`src/rtl/alu_issue_queue.sv`:
```
// Age-ordered collapsing issue queue feeding the integer ALU.
// Operands wake up from result broadcasts; the oldest fully-ready entry is offered each cycle.
module alu_issue_queue #(
    parameter int DEPTH  = 4,
    parameter int TAG_W  = 6,
    parameter int NUM_WB = 2
) (
    input  logic                         clk,
    input  logic                         rst,
    input  logic                         flush,
    input  logic                         disp_valid,
    output logic                         disp_ready,
    input  logic [4:0]                   disp_alu_ops,
    input  logic [31:0]                  disp_op1,
    input  logic [31:0]                  disp_op2,
    input  logic                         disp_op1_valid,
    input  logic                         disp_op2_valid,
    input  logic [TAG_W-1:0]             disp_op1_tag,
    input  logic [TAG_W-1:0]             disp_op2_tag,
    input  logic [TAG_W-1:0]             disp_dst_tag,
    input  logic [NUM_WB-1:0]            wb_valid,
    input  logic [NUM_WB*TAG_W-1:0]      wb_tag,
    input  logic [NUM_WB*32-1:0]         wb_data,
    output logic                         issue_valid,
    input  logic                         issue_ready,
    output logic [4:0]                   issue_alu_ops,
    output logic [31:0]                  issue_op1,
    output logic [31:0]                  issue_op2,
    output logic [TAG_W-1:0]             issue_dst_tag,
    output logic [$clog2(DEPTH+1)-1:0]   count
);
    localparam int IW = $clog2(DEPTH);
    localparam int CW = $clog2(DEPTH+1);

    // Scanning from the highest port down lets the lowest matching port win.
    function automatic logic [32:0] wakeOperand(
        input logic                     v,
        input logic [TAG_W-1:0]         t,
        input logic [31:0]              d,
        input logic [NUM_WB-1:0]        wv,
        input logic [NUM_WB*TAG_W-1:0]  wt,
        input logic [NUM_WB*32-1:0]     wd
    );
        logic [32:0] res;
        res = {v, d};
        if (!v) begin
            for (int p = NUM_WB - 1; p >= 0; p--) begin
                if (wv[p] && (wt[p*TAG_W +: TAG_W] == t)) begin
                    res = {1'b1, wd[p*32 +: 32]};
                end
            end
        end
        return res;
    endfunction

    logic [4:0]       r_ops [DEPTH];
    logic [TAG_W-1:0] r_dst [DEPTH];
    logic             r_v1  [DEPTH];
    logic [TAG_W-1:0] r_t1  [DEPTH];
    logic [31:0]      r_d1  [DEPTH];
    logic             r_v2  [DEPTH];
    logic [TAG_W-1:0] r_t2  [DEPTH];
    logic [31:0]      r_d2  [DEPTH];
    logic [CW-1:0]    r_count;

    logic [4:0]       w_nOps [DEPTH];
    logic [TAG_W-1:0] w_nDst [DEPTH];
    logic             w_nV1  [DEPTH];
    logic [TAG_W-1:0] w_nT1  [DEPTH];
    logic [31:0]      w_nD1  [DEPTH];
    logic             w_nV2  [DEPTH];
    logic [TAG_W-1:0] w_nT2  [DEPTH];
    logic [31:0]      w_nD2  [DEPTH];

    logic [DEPTH-1:0] w_rdy;
    logic             w_selFound;
    logic [IW-1:0]    w_selIdx;
    logic             w_issueFire;
    logic             w_dispFire;
    logic [CW-1:0]    w_wrIdx;
    logic             w_dispV1;
    logic [31:0]      w_dispD1;
    logic             w_dispV2;
    logic [31:0]      w_dispD2;

    always_comb begin
        w_selFound = 1'b0;
        w_selIdx   = '0;
        for (int i = DEPTH - 1; i >= 0; i--) begin
            if (w_rdy[i]) begin
                w_selFound = 1'b1;
                w_selIdx   = IW'(i);
            end
        end
    end

    assign disp_ready  = (r_count < CW'(DEPTH));
    assign count       = r_count;
    assign w_issueFire = w_selFound && issue_ready && !flush;
    assign w_dispFire  = disp_valid && disp_ready && !flush;
    assign w_wrIdx     = r_count - CW'(w_issueFire);

    assign {w_dispV1, w_dispD1} = wakeOperand(disp_op1_valid, disp_op1_tag, disp_op1, wb_valid, wb_tag, wb_data);
    assign {w_dispV2, w_dispD2} = wakeOperand(disp_op2_valid, disp_op2_tag, disp_op2, wb_valid, wb_tag, wb_data);

    assign issue_valid   = w_selFound;
    assign issue_alu_ops = w_selFound ? r_ops[w_selIdx] : '0;
    assign issue_op1     = w_selFound ? r_d1[w_selIdx]  : '0;
    assign issue_op2     = w_selFound ? r_d2[w_selIdx]  : '0;
    assign issue_dst_tag = w_selFound ? r_dst[w_selIdx] : '0;

    // Each slot takes its own or its upper neighbour's contents, wakes them, then may be overwritten by dispatch.
    for (genvar g = 0; g < DEPTH; g++) begin : gEntry
        logic             w_shift;
        logic             w_wr;
        logic [4:0]       w_sOps;
        logic [TAG_W-1:0] w_sDst;
        logic             w_sV1;
        logic [TAG_W-1:0] w_sT1;
        logic [31:0]      w_sD1;
        logic             w_sV2;
        logic [TAG_W-1:0] w_sT2;
        logic [31:0]      w_sD2;
        logic             w_wV1;
        logic [31:0]      w_wD1;
        logic             w_wV2;
        logic [31:0]      w_wD2;

        assign w_shift  = w_issueFire && (w_selIdx <= IW'(g));
        assign w_wr     = w_dispFire && (w_wrIdx == CW'(g));
        assign w_rdy[g] = (r_count > CW'(g)) && r_v1[g] && r_v2[g];

        if (g < DEPTH - 1) begin : gShift
            assign w_sOps = w_shift ? r_ops[g+1] : r_ops[g];
            assign w_sDst = w_shift ? r_dst[g+1] : r_dst[g];
            assign w_sV1  = w_shift ? r_v1[g+1]  : r_v1[g];
            assign w_sT1  = w_shift ? r_t1[g+1]  : r_t1[g];
            assign w_sD1  = w_shift ? r_d1[g+1]  : r_d1[g];
            assign w_sV2  = w_shift ? r_v2[g+1]  : r_v2[g];
            assign w_sT2  = w_shift ? r_t2[g+1]  : r_t2[g];
            assign w_sD2  = w_shift ? r_d2[g+1]  : r_d2[g];
        end else begin : gTop
            assign w_sOps = r_ops[g];
            assign w_sDst = r_dst[g];
            assign w_sV1  = r_v1[g];
            assign w_sT1  = r_t1[g];
            assign w_sD1  = r_d1[g];
            assign w_sV2  = r_v2[g];
            assign w_sT2  = r_t2[g];
            assign w_sD2  = r_d2[g];
        end

        assign {w_wV1, w_wD1} = wakeOperand(w_sV1, w_sT1, w_sD1, wb_valid, wb_tag, wb_data);
        assign {w_wV2, w_wD2} = wakeOperand(w_sV2, w_sT2, w_sD2, wb_valid, wb_tag, wb_data);

        assign w_nOps[g] = w_wr ? disp_alu_ops : w_sOps;
        assign w_nDst[g] = w_wr ? disp_dst_tag : w_sDst;
        assign w_nV1[g]  = w_wr ? w_dispV1     : w_wV1;
        assign w_nT1[g]  = w_wr ? disp_op1_tag : w_sT1;
        assign w_nD1[g]  = w_wr ? w_dispD1     : w_wD1;
        assign w_nV2[g]  = w_wr ? w_dispV2     : w_wV2;
        assign w_nT2[g]  = w_wr ? disp_op2_tag : w_sT2;
        assign w_nD2[g]  = w_wr ? w_dispD2     : w_wD2;
    end

    // Occupancy is defined by the count alone, so clearing it is enough to empty the queue.
    always_ff @(posedge clk) begin
        if (rst || flush) begin
            r_count <= '0;
        end else begin
            r_count <= r_count + CW'(w_dispFire) - CW'(w_issueFire);
        end
    end

    always_ff @(posedge clk) begin
        for (int i = 0; i < DEPTH; i++) begin
            r_ops[i] <= w_nOps[i];
            r_dst[i] <= w_nDst[i];
            r_v1[i]  <= w_nV1[i];
            r_t1[i]  <= w_nT1[i];
            r_d1[i]  <= w_nD1[i];
            r_v2[i]  <= w_nV2[i];
            r_t2[i]  <= w_nT2[i];
            r_d2[i]  <= w_nD2[i];
        end
    end

endmodule

```
`config.mk`:
```
export PLATFORM = sky130hd
export DESIGN_NAME = alu_issue_queue
export DESIGN_NICKNAME = d
export VERILOG_FILES = /design/src/rtl/alu_issue_queue.sv
export SDC_FILE = /design/constraint.sdc
export NUM_CORES = 2
export LEC_CHECK = 0
export BUFFER_PORTS_ARGS = -buffer_cell sky130_fd_sc_hd__buf_2
export CAP_MARGIN = 10
export CORE_UTILIZATION = 30
export CTS_BUF_LIST = sky130_fd_sc_hd__clkbuf_4
export DETAILED_ROUTE_END_ITERATION = 16
export PLACE_DENSITY_LB_ADDON = 0.05
export SLEW_MARGIN = 30
export SYNTH_ARGS = -nofsm -noshare
export SYNTH_HDL_FRONTEND = slang
export SYNTH_SLANG_ARGS = --single-unit
```
`constraint.sdc`:
```
create_clock -name clk -period 11.21 [get_ports clk]
set_input_delay 0.5605 -clock clk [delete_from_list [all_inputs] [get_ports clk]]
set_output_delay 0.5605 -clock clk [all_outputs]
set_load 0.1 [all_outputs]
```
==> results by stage <==
Run status:
- The flow ran to the end, and the final reports show no timing, DRC or antenna violations.

Layout:
- In the final layout, the share of cells above drive strength 1 is 0.188.
- The multi-input combinational cell area is approximately 18000 µm².
- The area growth from synthesis to layout is 15.2%.
- After the last flow step, the layout net total stands at 3564.
- The top cell types in the final layout, fill and taps aside, are nand2_1, buf_2, dfxtp_1.
- The number of fillers in the final layout is ~9500.
- Measured on the finished design, the core utilization comes to 0.350.
- The most common cell after layout, fill and taps aside is nand2_1.
- Across the whole layout, storage elements account for between 8000 and 9000 µm².

Detailed routing:
- The total wirelength of the detailed-routed design is 142 mm.
- After detailed routing, the average wire length per cell comes to 30.5 µm.
- The first detailed-routing pass took 8 iterations.
- The final routed DRC violation total is 0.
- The violation count after the first detailed-route iteration is between 3000 and 4000.
- The count of nets left with antenna violations once routing finished came out at 0.
- The via density per instance is roughly 6.3.
- The vias after detailed routing is 29209.

Worst setup path:
- STA classifies the critical path endpoint as a primary output.
- The critical path is of the flip-flop to primary output type.
- Data on the critical path arrives at its endpoint at 5.19 ns.
- The cell count of the worst reg-to-reg path is 12.
- The maximum fanout count along the critical path is 41.
- For the worst setup path, the data required time is about 11 ns.
- The startpoint kind of the worst setup timing path is a flip-flop.

Power:
- The leakage power of the design is roughly 0.012 µW.
- Cell internal power was estimated by the tool at 3540 µW.
- The share of total power dissipated in the clock network is 0.236.
- The worst supply voltage drop on vdd is between 0.1 and 0.15 mV.
- The switching portion of total power is 0.440.
- The sequential cell fraction of total power is 0.309.
- For this design the ratio of total power to cell area is 200 nW/µm².
- Of the total power, combinational logic draws 0.455.
- The switching power is 2780 µW.

Synthesis:
- The cell taking the most area after synthesis is dfxtp_1.
- Counting flops with a built-in enable in the synthesized netlist gives 120.
- The sequential element share of the synthesized area is 0.306.
- In this run, synthesis produced a sequential element count of roughly 360.
- The gate count of the mapped netlist is 3281.
- The cell area after synthesis is around 27000 µm².
- The post-synthesis area per instance is approximately 8.4 µm².
- The synthesized netlist net count is 3461.
- The top-area cell type share of the netlist area is 0.175.
- After synthesis, the share of flip-flops with an asynchronous set or reset is 0.
- In this run, distinct cell masters in the synthesized netlist total 77.
- By area the synthesized netlist is led by dfxtp_1, edfxtp_1, mux2i_1.
- The most common flop cell mapped by yosys is dfxtp_1.
- The warning count from the yosys run is 0.

Floorplan:
- Measured along the x axis, the die boundary spans about 300 µm.
- The number of cell rows is 110.
- The die area is 92600 µm².
- The floorplan step set the die height to 304 µm.
- The core area is 90300 µm².
- Pin placement for this block handled 252 I/O pins.
- The effective utilization at floorplan is 0.304.

Timing:
- The final number of hold-violating endpoints is 0.
- Setup total negative slack on the finished layout was measured at 0 ns.
- At the pin with the least slew margin, the transition time is 1.09 ns.
- Setup repair after global routing left no endpoint under its margin.
- The fraction of the cycle the final worst path needs is 0.513.
- The minimum clock period is between 5 and 6 ns.
- Setup violations remaining at the end of the flow were counted as 0.
- The count of pins over their slew limit is 0.
- The clock tree skew after final layout is ~0.079 ns.
- Headroom to the max-slew limit came out at 0.276.
- Timing would allow up to 0.174 GHz.

Min path:
- The path class of the lowest-slack min-delay path is input pin to flip-flop.
- Along the worst hold path, the cell count comes to 3.

Placed design:
- The global placer's final weighted congestion is between 0.8 and 0.9.
- The post-detailed-placement half-perimeter wirelength is ~84 mm.
- The port buffer count is 251.

CTS:
- The number of buffers inserted to repair setup after CTS is 0.
- At the later pin of the worst-skew pair, clock insertion delay measures about 1 ns.
- The CTS tree is done.
- The tree is rooted in a clkbuf_4.
- The count of H-tree levels built during CTS is 3.
- The clock net sink count is 359.
- The post-cts gate resize count is 0.
- The clock passes through at most 3 buffers.
- TritonCTS created between 100 and 150 clock buffers.
- Clock-pin slew was measured on the worst setup and hold paths at roughly 0.060 ns.

Global route:
- The wire length of the first global-routing pass is ~200 mm.
- The number of antenna violations at the first check in global routing is 14.
- Entering global routing, the biggest net connects between 70 and 80 pins.
- Summed over all layers, the global routing overflow is 0.
- The total global-route track usage is 0.296.
- The via count of the first global-routing pass came to 28336.

Run:
- The max-cap violation count is 0.
## synth_stat cells, drive strengths merged (52+ instances only)
master and instances:
mux4 75, a31oi 171, a21oi 143, nor2 183
mux2i 221, and3 80, dfxtp 239, nand2 450
o22ai 100, o22a 64, or3 55, buf 99
and2 82, xnor2 52, o21ai 121, edfxtp 120
clkbuf 289, o31ai 63
## power by group through the flow
stage | Combinational, µW | Sequential [µW] | Clock [µW]
floorplan | 2090 | 1870 | 0
global placement | 2730 | 1960 | 0
detailed placement | 2800 | 1970 | 0
CTS | 2830 | 1940 | 1530
global route | 3080 | 1990 | 1600
finish | 2870 | 1950 | 1490
## worst paths after layout
path           startpoint  slack [ns]             to
max reg2reg      count[1]        5.65    r_d2[3][30]
min reg2reg   r_ops[2][4]        0.51    r_ops[1][4]
min          disp_op1[10]        0.07    r_d1[0][10]
max              count[2]        5.46  issue_op1[24]
## state kept, by name, summed over array words and instances (netlist names)
| signal | flops |
|---|---|
| r_t2 | 24 |
| r_d2 | 128 |
| r_t1 | 24 |
| count | 3 |
| r_v2 | 4 |
| r_v1 | 4 |
| r_dst | 24 |
| r_ops | 20 |
| r_d1 | 128 |
## per-layer routing
layer | track usage | vias to the layer above | part of all wire
met1 | 0.400 | 14544 | 0.43
met5 | 0 | - | 0
met2 | 0.465 | 1689 | 0.45
met4 | 0.119 | 0 | 0.033
met3 | 0.0549 | 306 | 0.087
li1 | - | 12670 | -
## critical path, stage by stage (launching register included)
cell	delay, ns
dfxtp_1	0.46
inv_1	0.14
ha_1	0.23
mux2_1	0.34
nand3_1	0.17
a32oi_1	0.12
nor2_4	0.11
buf_6	0.60
buf_4	0.84
mux4_2	0.69
and2_1	0.20
buf_2	0.29
## repair_timing
action | in CTS | in global routing
hold buffers | 54 | 0
hold endpoints to repair | 133 | 0
setup endpoints to repair | 0 | 0
## stage by stage
stage	area (µm²)	total power, µW	cells	worst slack (ns)	hold WS [ns]
floorplan	27400	3960	3281	5.47	0.494
global placement	29400	4690	4385	5.78	0.517
global route	31600	6670	4665	5.14	0.0670
detailed placement	29400	4770	4387	5.60	0.527
CTS	31500	6300	4659	5.31	0.00536
finish	31600	6320	4666	5.46	0.0713
## cell families after synthesis
group                    after synthesis  share of synthesized area
AO/OA/AOI/OAI                       1034                      0.265
XOR/XNOR                              81                     0.0259
adder cells (fa/ha/maj)                8                    0.00393
buffers and inverters                436                     0.0633
flip-flops                           359                      0.306
multiplexers                         345                      0.162
AND/OR/NAND/NOR                     1018                      0.174
## area by class of cell
cell class,count,area share
diodes,7,0.000555
inverters,48,0.00579
well taps,1176,0.0466
repair buffers,372,0.0741
clock buffers,195,0.0464
multi-input cells,2486,0.557
flip-flops and latches,359,0.266
clock inverters,23,0.00361
Power figures use the tool's default switching activity.
